===== src/rtl/dm_pkg.sv =====
// rtl/dm_pkg.sv - shared funct3 codes, FSM state and byte-enable types for the data-memory access unit
package dm_pkg;

  localparam logic [2:0] F3_B  = 3'b000;
  localparam logic [2:0] F3_H  = 3'b001;
  localparam logic [2:0] F3_W  = 3'b010;
  localparam logic [2:0] F3_BU = 3'b100;
  localparam logic [2:0] F3_HU = 3'b101;

  typedef enum logic [1:0] {IDLE, REQ, WAIT, DONE} state_t;

  typedef logic [3:0] be_t;

endpackage


===== src/rtl/dm_lane_align.sv =====
// rtl/dm_lane_align.sv - byte-lane steering for stores and extraction/extension for loads
module dm_lane_align
  import dm_pkg::*;
(
  input  logic [2:0]  funct3_i,
  input  logic [1:0]  addr_lo_i,
  input  logic [31:0] rs2_data_i,
  input  logic [31:0] rdata_i,
  output be_t         be_o,
  output logic [31:0] wdata_o,
  output logic [31:0] ld_ext_o,
  output logic        aligned_o
);

  logic [7:0]  byte_sel;
  logic [15:0] half_sel;

  assign byte_sel = rdata_i[{addr_lo_i, 3'b000} +: 8];
  assign half_sel = addr_lo_i[1] ? rdata_i[31:16] : rdata_i[15:0];

  // Unsigned variants differ only in funct3[2]; any unlisted code behaves as a word access
  always_comb begin
    be_o      = 4'b1111;
    wdata_o   = rs2_data_i;
    ld_ext_o  = rdata_i;
    aligned_o = (addr_lo_i == 2'b00);
    case (funct3_i)
      F3_B, F3_BU: begin
        be_o      = 4'b0001 << addr_lo_i;
        wdata_o   = {4{rs2_data_i[7:0]}};
        ld_ext_o  = {{24{byte_sel[7] & ~funct3_i[2]}}, byte_sel};
        aligned_o = 1'b1;
      end
      F3_H, F3_HU: begin
        be_o      = 4'b0011 << {addr_lo_i[1], 1'b0};
        wdata_o   = {2{rs2_data_i[15:0]}};
        ld_ext_o  = {{16{half_sel[15] & ~funct3_i[2]}}, half_sel};
        aligned_o = ~addr_lo_i[0];
      end
      default: ;
    endcase
  end

endmodule


===== src/rtl/dm_access_unit.sv =====
// rtl/dm_access_unit.sv - MEM-stage data-memory access FSM with req/gnt/rvalid SRAM handshake and timeout
module dm_access_unit
  import dm_pkg::*;
#(
  parameter int unsigned TIMEOUT_CYC = 64,
  parameter int unsigned ADDR_W      = 32
) (
  input  logic              clk,
  input  logic              rst_n,
  input  logic              dm_read,
  input  logic              dm_write,
  input  logic [2:0]        funct3,
  input  logic [ADDR_W-1:0] alu_addr,
  input  logic [31:0]       rs2_data,
  output logic              mem_req,
  output logic              mem_we,
  output logic [3:0]        mem_be,
  output logic [ADDR_W-1:0] mem_addr,
  output logic [31:0]       mem_wdata,
  input  logic              mem_gnt,
  input  logic              mem_rvalid,
  input  logic [31:0]       mem_rdata,
  output logic [31:0]       ld_data,
  output logic              ld_valid,
  output logic              pipe_stall,
  output logic              misalign,
  output logic              bus_err
);

  localparam logic [7:0] CNT_LAST = 8'(TIMEOUT_CYC - 1);

  state_t            state_q;
  logic [7:0]        cnt_q, cnt_d;
  logic [ADDR_W-1:0] addr_q;
  be_t               be_q;
  logic [31:0]       wdata_q, rdata_q;
  logic [2:0]        f3_q;
  logic              we_q, bus_err_q;

  logic              in_idle, acc, start, busy, timed_out;
  logic [2:0]        la_f3;
  logic [1:0]        la_addr;
  be_t               la_be;
  logic [31:0]       la_wdata, la_ld_ext;
  logic              la_aligned;

  assign in_idle = (state_q == IDLE);
  assign acc     = dm_read | dm_write;

  // Idle decodes the live instruction; afterwards extraction uses the captured access
  assign la_f3   = in_idle ? funct3 : f3_q;
  assign la_addr = in_idle ? alu_addr[1:0] : addr_q[1:0];

  dm_lane_align u_lane_align (
    .funct3_i   (la_f3),
    .addr_lo_i  (la_addr),
    .rs2_data_i (rs2_data),
    .rdata_i    (mem_rdata),
    .be_o       (la_be),
    .wdata_o    (la_wdata),
    .ld_ext_o   (la_ld_ext),
    .aligned_o  (la_aligned)
  );

  assign start     = in_idle & acc & la_aligned;
  assign busy      = (state_q == REQ) | (state_q == WAIT);
  assign cnt_d     = busy ? cnt_q + 8'd1 : 8'd0;
  assign timed_out = (cnt_q == CNT_LAST);

  always_ff @(posedge clk or negedge rst_n) begin
    if (!rst_n) begin
      state_q   <= IDLE;
      cnt_q     <= 8'd0;
      addr_q    <= '0;
      be_q      <= 4'b0000;
      wdata_q   <= 32'd0;
      rdata_q   <= 32'd0;
      f3_q      <= 3'd0;
      we_q      <= 1'b0;
      bus_err_q <= 1'b0;
    end else begin
      cnt_q     <= cnt_d;
      bus_err_q <= 1'b0;
      case (state_q)
        IDLE: begin
          if (start) begin
            addr_q  <= alu_addr;
            be_q    <= dm_write ? la_be : 4'b1111;
            wdata_q <= la_wdata;
            f3_q    <= funct3;
            we_q    <= dm_write;
            state_q <= REQ;
          end
        end
        REQ: begin
          if (mem_gnt) begin
            state_q <= we_q ? DONE : WAIT;
          end else if (timed_out) begin
            rdata_q   <= 32'd0;
            bus_err_q <= 1'b1;
            state_q   <= DONE;
          end
        end
        WAIT: begin
          if (mem_rvalid) begin
            rdata_q <= la_ld_ext;
            state_q <= DONE;
          end else if (timed_out) begin
            rdata_q   <= 32'd0;
            bus_err_q <= 1'b1;
            state_q   <= DONE;
          end
        end
        DONE: state_q <= IDLE;
      endcase
    end
  end

  assign mem_req   = (state_q == REQ);
  assign mem_we    = we_q;
  assign mem_be    = be_q;
  assign mem_addr  = {addr_q[ADDR_W-1:2], 2'b00};
  assign mem_wdata = wdata_q;
  assign ld_data   = rdata_q;
  assign ld_valid  = (state_q == DONE) & ~we_q;
  assign bus_err   = bus_err_q;

  // Gated by rst_n so a held request during reset cannot raise stall or misalign
  assign pipe_stall = rst_n & (busy | start);
  assign misalign   = rst_n & in_idle & acc & ~la_aligned;

endmodule


===== config.mk =====
export PLATFORM = sky130hd
export DESIGN_NAME = dm_access_unit
export DESIGN_NICKNAME = d
export VERILOG_FILES = /design/src/rtl/dm_pkg.sv /design/src/rtl/dm_lane_align.sv /design/src/rtl/dm_access_unit.sv
export SDC_FILE = /design/constraint.sdc
export NUM_CORES = 1
export LEC_CHECK = 0
export CORE_MARGIN = 2
export CORE_UTILIZATION = 45
export CTS_BUF_LIST = sky130_fd_sc_hd__clkbuf_16
export DETAILED_ROUTE_END_ITERATION = 12
export PLACE_DENSITY = 0.9
export SLEW_MARGIN = 30
export SYNTH_ARGS = -nofsm -noshare
export SYNTH_HDL_FRONTEND = slang
export SYNTH_HIERARCHICAL = 1
export SYNTH_SLANG_ARGS = --single-unit

===== constraint.sdc =====
create_clock -name clk -period 4.35 [get_ports clk]
set_clock_uncertainty 0.15 [all_clocks]
set_input_delay 0.87 -clock clk [delete_from_list [all_inputs] [get_ports clk]]
set_output_delay 0.87 -clock clk [all_outputs]
set_load 0.02 [all_outputs]

==> results.md, run 1 <==
* Max Slew Vio Count at 0
* NumNets Final at 871
* # setup viols final at 0
* CP max FO at 8
* Syn Area/Cell at 10.7 sq um
* Worst-Skew Late Latency at 410 ps
* Hold Vio Cnt, Final at 0
* PortBufs at 208
* Leak pwr at 3.78 nW
* Critical Path RT at 3330 ps
* Slew headroom at 0.366
* Total track usage at 0.234
* Number of distinct library cells after synthesis at 53
* Vias per cell at 5.57
* Detail Placement HPWL at 12100 um
* Synth Cell Area at 0.00647 sq mm
* Seq/Total Area, Yosys at 0.445
* Slew @ Worst Pin at 948 ps
* Vias in the first global route at 5256
* CTS root buffer: clkbuf_16
* Area contributors post-synth: dfrtp_1 (44%), mux2_2 (11%), buf_4 (5.5%)
* Largest buffer count on any clock path at 2
* EDFF count, synth at 0
* Gpl congestion at 0.833
* Fraction of registers with async set/reset at 1.00
* Reg2reg start: state_q[1]$_DFFE_PN0P_
* Initial Util at 0.464
* Num CTS Buffers at 17
* Rows at 43
* Total wire length at 17300 um
* Die area at 0.0153 sq mm
* Pre-Repair DR Iteration Count at 5
* Setup crit end kind: output port
* DP Cell Count at 920
* Setup TNS at 0 ps
* First-pass GRT wire length at 27200 um
* Post-route ant nets at 0
* Finished Cell Area at 0.00882 sq mm
* Minimum clock period at 4170 ps
* Area of placed instances at 0.00824 sq mm
* Initial antenna violation count at 0
* Clock-pin slew on the worst setup and hold paths at 50 ps
* DR DRC count at 0
* DRT iter0 DRCs at 542
* Worst-case vdd ir drop at 666 uV
* Reg area at 0.00288 sq mm
* Ys flop type: dfrtp_1
* Post-Layout Cell Count at 951
* Area added between synthesis and finish at 36.4%
* CTS tree: yes
* Synth warn at 6
* Tcrit/Tclk final at 0.958
* Worst setup path category: reg2out
* Hold-fix buffer count after cts at 0
* CP Data Arrival Time at 3150 ps
* H-tree depth at 4
* Filler cells at 1119
* Min-delay worst type: in2async
* Synthesis-stage register bit count at 115
* Max-cap violations at 0
* Max Freq at 0.240 GHz
* Multi-input logic area at 0.00291 sq mm
* Wire length per cell at 18.2 um
* CP startpoint: state_q[1]$_DFFE_PN0P_
* Power per cell area at 824 mW/mm^2
* CTS Sinks at 115
* Startpoint Class: register
* RSZ-0062 raised after global routing: no
* Grt ovf at 0
* Pin count of the biggest net entering global routing at 77
* Outcome: finished clean
* Via count at 5298
* Die width at 124 um
* Post-synth top area share at 0.445
* Core area at 0.0139 sq mm
* I/O pin total at 211
* DIE HEIGHT at 124 um
* Layout cells sized above 1 at 0.147
* Cell count after synthesis at 607
* R2R Setup Slk at 1210 ps
* Synth area leader: dfrtp_1
-- logic make-up (layout without fill, tap and decap cells) --
logic type	after synthesis	in the layout	share of synthesized area
compound gates	135	135	0.149
buf+inv	104	266	0.106
mux	100	100	0.172
other cells	1	3	0.000580
flops	115	115	0.445
xor+xnor	3	3	0.00406
simple gates	143	143	0.112
fa+ha+maj	6	6	0.0116
-- cell usage after synthesis, drive strengths merged, types with 2 or more instances --
cell type,n
nor2,17
nor2b,24
mux2i,16
ha,6
mux2,84
inv,16
o22ai,19
buf,75
a221o,7
dfrtp,115
or2,2
nand2,48
a21oi,4
and2,3
nand3,37
o21ai,49
or3,3
o21bai,4
xor2,2
o221ai,9
a22oi,33
o211a,2
clkbuf,13
-- final cells by class --
class                           count  area share
Timing Repair Buffer              221       0.249
Multi-Input combinational cell    389       0.330
Clock inverter                     12      0.0142
Antenna cell                        1    0.000284
Tap cell                          180      0.0255
Sequential cell                   115       0.326
Clock buffer                       17      0.0482
Inverter                           16     0.00681
-- routing by layer --
layer  GRT usage  routed length [um]
met1       0.277                6630
met2       0.378                8520
met3       0.110                1960
met4      0.0710                 223
met5           0                   0
-- worst paths after layout --
path / endpoint / depth (start not counted)
setup / recovery: pipe_stall / 8
hold reg to reg: cnt_q[0]$_DFF_PN0_ / 1
min in group clk: cnt_q[0]$_DFF_PN0_ / 1
max in group asynchronous: ld_data[5]$_DFFE_PN0P_ / 3
setup reg to reg: ld_data[6]$_DFFE_PN0P_ / 9
hold / removal: mem_be[0]$_DFFE_PN0P_ / 1
-- power by group --
group	internal (mW)	switching, mW
logic	1.94	2.16
registers	1.58	0.265
clock network	0.870	0.458
-- through the flow --
stage / util / power [mW] / setup slack [ps] / hold WS, ps
global placement: 0.591 / 5.83 / 332 / 290
CTS: 0.631 / 7.28 / 95.2 / 80.9
global route: 0.633 / 7.70 / 4.12 / 73.7
floorplan: - / 4.69 / 443 / 275
finish: 0.633 / 7.27 / 181 / 95.7
detailed placement: 0.592 / 5.92 / 273 / 293
-- sequential cells by signal (all words and copies together) (netlist names) --
name,count
mem_be,4
cnt_q,8
mem_wdata,32
bus_err,1
mem_we,1
addr_q,32
ld_data,32
state_q,2
f3_q,3
-- worst max-delay path, cell delays in order (launching register included) --
cell             delay, ps
dfrtp_1                410
inv_1                  140
ha_1                   380
mux2_2                 460
a21o_1                 210
o21ai_1                190
o211ai_4               120
a21boi_0               190
clkdlybuf4s50_1        640
-- placed cells by master, fill, tap and decap left out, types with 19 or more instances in the layout --
master	instances
nand2_1	46
dfrtp_1	115
mux2_1	21
mux2_2	61
clkdlybuf4s50_1	207
nand3_1	37
nor2b_1	24
a22oi_1	28
o21ai_0	48
o22ai_1	19
-- what timing repair did --
action,CTS,global route
buffers inserted,0,0
gates resized for setup,0,1
setup endpoints to repair,0,1
endpoints found under the hold margin,0,0
Note: power is estimated with default switching activity, not from simulation.
==> run 2, diff against run 1 <==
--- a/config.mk
+++ b/config.mk
@@ -5,11 +5,11 @@
 export SDC_FILE = /design/constraint.sdc
 export NUM_CORES = 1
 export LEC_CHECK = 0
-export CORE_MARGIN = 2
+export CORE_MARGIN = 4
 export CORE_UTILIZATION = 45
 export CTS_BUF_LIST = sky130_fd_sc_hd__clkbuf_16
 export DETAILED_ROUTE_END_ITERATION = 12
-export PLACE_DENSITY = 0.9
+export PLACE_DENSITY = 0.79
 export SLEW_MARGIN = 30
 export SYNTH_ARGS = -nofsm -noshare
 export SYNTH_HDL_FRONTEND = slang
==> run 2 against run 1 <==
- cell count decreased by 0.11%
- sequential share of layout area about the same
- largest power group unchanged
- core utilization decreased by 0.20 points
- clock-buffer cell count unchanged
- register-to-register slack got worse by 100 ps
- global-route usage decreased by 1.2 points
==> results.md, run 2 (same netlist as run 1, synthesis figures left out) <==
* Worst-case vdd ir drop at 511 uV
* Min-delay worst type: in2async
* Wire length per cell at 18.7 um
* Vias per cell at 5.55
* I/O pin total at 211
* Crit-path cells: inv_1 -> ha_2 -> buf_4 -> mux2_2 -> a21o_1 -> o21ai_1 -> o211ai_4 -> a21boi_0 -> clkdlybuf4s50_1
* Most common cell after layout, fill and taps aside: clkdlybuf4s50_1
* Critical Path RT at 3330 ps
* Max-cap violations at 0
* Gpl congestion at 0.910
* Startpoint Class: register
* Clock-pin slew on the worst setup and hold paths at 60 ps
* # setup viols final at 0
* Total track usage at 0.222
* H-tree depth at 4
* DRT iter0 DRCs at 509
* Slew @ Worst Pin at 931 ps
* Setup TNS at 0 ps
* Hold Vio Cnt, Final at 0
* CP Data Arrival Time at 3100 ps
* Tcrit/Tclk final at 0.947
* Finished Cell Area at 0.00883 sq mm
* PortBufs at 208
* Vias in the first global route at 5548
* Pre-Repair DR Iteration Count at 5
* Slew headroom at 0.380
* Setup crit end kind: output port
* Initial Util at 0.462
* DIE HEIGHT at 128 um
* RSZ-0062 raised after global routing: no
* Die area at 0.0164 sq mm
* CP max FO at 7
* Layout cells sized above 1 at 0.155
* Rows at 43
* Worst setup path category: reg2out
* Largest buffer count on any clock path at 2
* Die width at 128 um
* Max Freq at 0.243 GHz
* Slowest CP cell: clkdlybuf4s50_1
* Max Slew Vio Count at 0
* Minimum clock period at 4120 ps
* Leak pwr at 3.77 nW
* Core area at 0.0140 sq mm
* CTS Sinks at 115
* CTS tree: yes
* Initial antenna violation count at 0
* Power per cell area at 826 mW/mm^2
* NumNets Final at 869
* Hold-fix buffer count after cts at 0
* Worst-Skew Late Latency at 410 ps
* Detail Placement HPWL at 12800 um
* Crit path buf inv count at 3
* Via count at 5268
* Area added between synthesis and finish at 36.5%
* Critical path's top delay family: buffers and inverters
* DR DRC count at 0
* Commonest cells after routing, fill and taps aside: clkdlybuf4s50_1 (207), dfrtp_1 (115), mux2_2 (61), o21ai_0 (48), nand2_1 (45)
* Post-route ant nets at 0
* Total wire length at 17800 um
* Pin count of the biggest net entering global routing at 77
* CTS root buffer: clkbuf_16
* Area of placed instances at 0.00824 sq mm
* Max stage delay on crit path at 640 ps
* Hold Slack at 110 ps
* Total power at 7.29 mW
* Antenna cells at 0
* Grt ovf at 0
* First-pass GRT wire length at 28700 um
* Outcome: finished clean
* Num CTS Buffers at 17
run 2: cell count changes in the layout (fill, tap and decap cells not counted), sizes merged:
cell      before  now
clkinvlp       0    2
diode          1    0
buf           14   12
run 2: worst paths after layout:
path	startpoint	endpoint	slack [ps]	cells past startpoint
worst max-delay path	state_q[0]$_DFFE_PN0P_	pipe_stall	230	9
worst min-delay path	rst_n	mem_be[2]$_DFFE_PN0P_	110	1
worst max register to register	state_q[0]$_DFFE_PN0P_	ld_data[13]$_DFFE_PN0P_	1110	9
worst min register to register	cnt_q[0]$_DFF_PN0_	cnt_q[0]$_DFF_PN0_	300	1
max in group asynchronous	rst_n	ld_data[3]$_DFFE_PN0P_	2520	3
min in group clk	cnt_q[0]$_DFF_PN0_	cnt_q[0]$_DFF_PN0_	300	1
run 2: repair_timing:
item | CTS | global route
endpoints found under the setup margin | 0 | 1
buffers inserted | 0 | 0
resized for setup | 0 | 2
run 2: final cells by class:
type / instances / area [sq um]
tap: 180 / 225
multi-input combinational: 389 / 2920
inverter: 16 / 60.1
clock buffer: 17 / 425
clock inverter: 14 / 148
sequential: 115 / 2880
timing repair buffer: 219 / 2170
fill: 1121 / 5160
run 2: metrics by stage:
step | util | setup WS (ps) | cells
after floorplan | - | 443 | 608
after detailed placement | 0.589 | 284 | 919
after global placement | 0.588 | 298 | 918
after CTS | 0.630 | 49.5 | 950
after global routing | 0.631 | 1.95 | 950
final | 0.631 | 229 | 950
run 2: layer usage:
metal | vias up | global-route usage | part of all wire
met2 | 244 | 0.351 | 0.48
met1 | 2547 | 0.270 | 0.39
li1 | 2436 | - | -
met5 | - | 0 | 0
met4 | 0 | 0.101 | 0.028
met3 | 41 | 0.0833 | 0.098
run 2: report_power, final:
| part | total, mW | internal [mW] | switching (mW) |
|---|---|---|---|
| Combinational | 4.09 | 1.93 | 2.17 |
| Sequential | 1.84 | 1.58 | 0.262 |
| Clock | 1.35 | 0.882 | 0.473 |
| Total | 7.29 | 4.39 | 2.90 |
==> variant 1: new RTL, settings of run 1 <==
Encoding of `state_t`: now Gray code (2 bits for 4 states).
--- a/src/rtl/dm_pkg.sv
+++ b/src/rtl/dm_pkg.sv
@@ -9,3 +9,3 @@
 
-  typedef enum logic [1:0] {IDLE, REQ, WAIT, DONE} state_t;
+  typedef enum logic [1:0] {IDLE = 2'b00, REQ = 2'b01, WAIT = 2'b11, DONE = 2'b10} state_t;
 
Check against the original RTL: same outputs for any inputs over 4 cycles, from zero or initial values and one cycle with rst_n low; so few cycles prove little.
==> variant 1 against run 1 <==
  * Design area decreased by 5.2%
  * Setup slack about the same
  * Synthesized area decreased by 8.2%
  * Sequential share of layout area increased by 1.8 points
  * Die area decreased by 8.0%
  * Sequential cell count unchanged
  * Wire length decreased by 6.9%
  * Power decreased by 1.4%
==> variant 1: results (changes against run 1) <==
area occupied by multi-input gates: 2480 um^2 (-15%)
worst-path maximum fanout: 17 (+9)
hold crit path type: register to register
largest cells by area after synthesis: dfrtp_1 48%, mux2_2 12%, buf_4 5.8%
Layout clock area frac: 6.89% (+0.64 points)
Num CTS Buffers: 17 (unchanged)
Internal: 0.00438 W (-0.10%)
largest net degree at the start of global routing: 77 (unchanged)
nets: 783 (-10%)
clock share of power: 19.0% (+0.7 points)
Worst-Skew Late Latency: 410 ps (about the same)
final WL: 16.1 mm (-6.9%)
Leakage: 3.63 nW (-3.8%)
row count: 41 (-4.7%)
Crit path arrival time: 3150 ps (about the same)
first-pass GRT wire length: 26.3 mm (-3.4%)
initial drt markers: 328 (-39%)
slew at the pin closest to its max-slew limit: 948 ps (+0.110 ps)
Syn Inst Count: 515 (-15%)
Final GP Congestion: 0.901 (+8.2%)
Via density: 5.38 (-3.4%)
Initial DRT Pass Iterations: 4 (-1)
sequential element share of the synthesized area: 48.5% (+4.0 points)
Vias: 4641 (-12%)
Non-clk bufs: 218 (-1.4%)
synth cell count leaders: 115 x dfrtp_1, 61 x mux2_2, 46 x buf_4
complex-gate fraction of the synthesized area: 13.2% (-1.7 points)
dpl ws: 290 ps (+16.6 ps)
Crit path max-delay family: compound AO/OA/AOI/OAI gates
sequential power share: 26.8% (+1.4 points)
inverter count: 16 (unchanged)
#MultiIn Comb: 309 (-21%)
vias in the first global route: 4889 (-7.0%)
Synth Area in XOR/XNOR: 0.590% (+0.18 points)
H-tree levels: 4 (unchanged)
Detailed Place HPWL: 11.2 mm (-7.1%)
Post-Synth Adder-Cell Area: 0.211% (-0.95 points)
final design utilization: 65.7% (+2.4 points)
post-place instance area: 7780 um^2 (-5.6%)
Seq Cell Count: 115 (unchanged)
Filler Cell Count: 964 (-14%)
placed insts: 830 (-9.8%)
Layout non-clock buf frac: 25.8% (+0.91 points)
Yosys cell types: 52 (-1.9%)
gr usage total: 23.5% (+0.092 points)
status: finished clean
mux cell area share after synthesis: 18.8% (+1.5 points)
layout cell share with drive strength beyond 1: 16.2% (+1.6 points)
max incr delay on CP: 600 ps (-40 ps)
I/O Buffers: 208 (unchanged)
sequential share of cell area: 34.4% (+1.8 points)
# diodes: 0 (-1)
Pwr Density: 857 nW/um^2 (+4.0%)
CTS max path bufs: 2 (unchanged)
Crit-path slowest cell: clkdlybuf4s50_1
Worst VDD drop: 0.000418 V (-37%)
Worst-path clk slew: 50 ps (about the same)
## variant 1: cell types whose count changed after synthesis, sizes merged, moves of 5 or more
cell / change
buf: -8
nand2: -5
o21ai: -34
ha: -5
a22oi: -32
nand3: -34
a22o: +32
## variant 1: worst paths after layout
check | end | slack [ps] | from | cells after the start
worst max register to register | addr_q[5] | 840 | state_q[0] | 8
worst min-delay path | cnt_q[0] | 320 | cnt_q[0] | 1
min in group asynchronous | mem_be[0] | 440 | rst_n | 2
max in group asynchronous | addr_q[15] | 2990 | rst_n | 2
worst max-delay path | pipe_stall | 180 | state_q[0] | 8
worst min register to register | cnt_q[0] | 320 | cnt_q[0] | 1
## variant 1: what timing repair did
action,CTS,global route
endpoints found under the setup margin,0,1
resized for setup,0,1
hold buffers,0,0
## variant 1: routing by layer
metal | GRT usage (%) | wire (um)
met5 | 0 | 0
met4 | 10.1 | 478
met3 | 7.28 | 1280
met2 | 38.7 | 7900
met1 | 28.3 | 6490
==> variant 2: new RTL, flow settings as in run 1 <==
Made on the original files. `ADDR_W`: 32 -> 24.
--- a/src/rtl/dm_access_unit.sv
+++ b/src/rtl/dm_access_unit.sv
@@ -5,3 +5,3 @@
   parameter int unsigned TIMEOUT_CYC = 64,
-  parameter int unsigned ADDR_W      = 32
+  parameter int unsigned ADDR_W      = 24
 ) (
Ports: changed (resized alu_addr and mem_addr); port bits go from 211 to 195. The function was not compared with the original's and may differ.
==> variant 2 against run 1 <==
  * Design area decreased by 8.5%
  * Via count shrank 4.6%
  * Non-clock buffer count down 17
  * Cell count down 5.3%
  * Power decreased by 12%
  * Worst hold slack improved by 110 ps
  * Largest power group unchanged
  * Combinational power shrank 5%
  * Synthesized area down 5.9%
  * Wire length shrank 4.8%
  * Sequential cell count fell by 8
  * Setup slack gained 110 ps
==> variant 2: results (changes against run 1) <==
status: finished clean
initial drt markers: 370 (-32%)
Final GP Congestion: 0.832 (-0.14%)
Detailed Place HPWL: 11.6 mm (-4.3%)
Leakage: 3.44 nW (-9.0%)
nets: 822 (-5.6%)
H-tree levels: 3 (-1)
R2R Setup Slk: 1170 ps (-40 ps)
worst-path maximum fanout: 7 (-1)
CTS max path bufs: 2 (unchanged)
R2R depth: 10 (+1)
initial antenna violation count: 1 (+1)
Net Switching: 0.00271 W (-5.9%)
synth cell count leaders: 107 x dfrtp_1, 73 x mux2_2, 49 x o21ai_0
Initial DRT Pass Iterations: 7 (+2)
final WL: 16.5 mm (-4.8%)
Vias: 5055 (-4.6%)
total of warnings raised by yosys: 6 (unchanged)
sequential element share of the synthesized area: 44.0% (-0.51 points)
post-CTS resize count: 0 (unchanged)
post-place instance area: 7780 um^2 (-5.6%)
Yosys cell types: 52 (-1.9%)
first-pass GRT wire length: 26.4 mm (-3.0%)
Filler Cell Count: 1062 (-5.1%)
I/O Buffers: 192 (-7.7%)
gr usage total: 23.1% (-0.25 points)
Crit path arrival time: 3030 ps (-120 ps)
hold crit path type: input port to async pin
Num CTS Buffers: 9 (-8)
CTS Root Cell: clkbuf_16
Synth Flop Type: dfrtp_1
Max Slew Vio Count: 0 (unchanged)
Worst-path clk slew: 70 ps (+20 ps)
Worst-Skew Late Latency: 350 ps (-60 ps)
largest net degree at the start of global routing: 69 (-10%)
FFs w/ async S/R, synth: 100% (unchanged)
slew at the pin closest to its max-slew limit: 936 ps (-11.9 ps)
layout cell share with drive strength beyond 1: 16.2% (+1.5 points)
Setup Buffers After CTS: 0 (unchanged)
RR Endpoint: ld_data[13]
largest cells by area after synthesis: dfrtp_1 44%, mux2_2 14%, buf_4 4.9%
Worst VDD drop: 0.000459 V (-31%)
RR Startpoint: state_q[0]
## variant 2: layer usage
layer  up-vias  part of all wire (%)  GRT usage (%)
met5         -                     0              0
met4         0                   2.4           9.16
met3        36                    11           7.36
met2       289                    48           37.3
met1      2407                    39           29.0
li1       2323                     -              -
## variant 2: worst max-delay path: stages, from the launching register on
cell	delay (ps)
dfrtp_1	420
inv_1	150
ha_1	290
buf_4	200
mux2_2	350
o21ai_0	200
buf_4	170
o211ai_4	70
a21boi_0	190
clkdlybuf4s50_1	630
## variant 2: worst max-delay path by stage
stage,to,startpoint,slack (ps)
2_1_floorplan,pipe_stall,state_q[0],440
3_3_place_gp,pipe_stall,alu_addr[0],370
3_5_place_dp,pipe_stall,alu_addr[0],340
4_1_cts,pipe_stall,state_q[1],290
5_1_grt,pipe_stall,state_q[0],130
6_report,pipe_stall,state_q[0],300
## variant 2: logic make-up (layout without fill, tap and decap cells)
logic type / Yosys count / count (layout) / share of synthesized area [%]
other: 1 / 3 / 0.0616
AND/OR/NAND/NOR: 143 / 143 / 11.9
AO/OA/AOI/OAI: 135 / 135 / 15.7
buffers and inverters: 95 / 236 / 9.87
adder cells (fa/ha/maj): 6 / 6 / 1.23
flip-flops: 107 / 107 / 44.0
XOR/XNOR: 3 / 3 / 0.432
multiplexers: 92 / 92 / 16.8
## variant 2: stage by stage
stage / power [W] / hold WS (ps) / worst slack, ps / instances
after CTS: 0.00643 / 193 / 285 / 900
after detailed placement: 0.00561 / 297 / 340 / 884
after floorplan: 0.00440 / 275 / 438 / 583
final: 0.00641 / 203 / 295 / 901
after global placement: 0.00551 / 288 / 366 / 884
after global routing: 0.00681 / 198 / 131 / 901
## variant 2: area by class of cell
class	instances	area [um^2]	share of cell area, %
Antenna cell	1	2.50	0.0310
Clock buffer	9	225	2.79
Clock inverter	7	58.8	0.729
Inverter	16	60.1	0.744
Multi-Input combinational cell	381	2820	34.9
Sequential cell	107	2680	33.2
Tap cell	176	220	2.73
Timing Repair Buffer	204	2010	24.9
## variant 2: power groups by stage
stage,clock network (W),logic (W),registers [W]
2_1_floorplan,0,0.00235,0.00205
3_3_place_gp,0,0.00382,0.00169
3_5_place_dp,0,0.00389,0.00172
4_1_cts,0.000812,0.00391,0.00171
5_1_grt,0.000848,0.00419,0.00176
6_report,0.000795,0.00390,0.00171
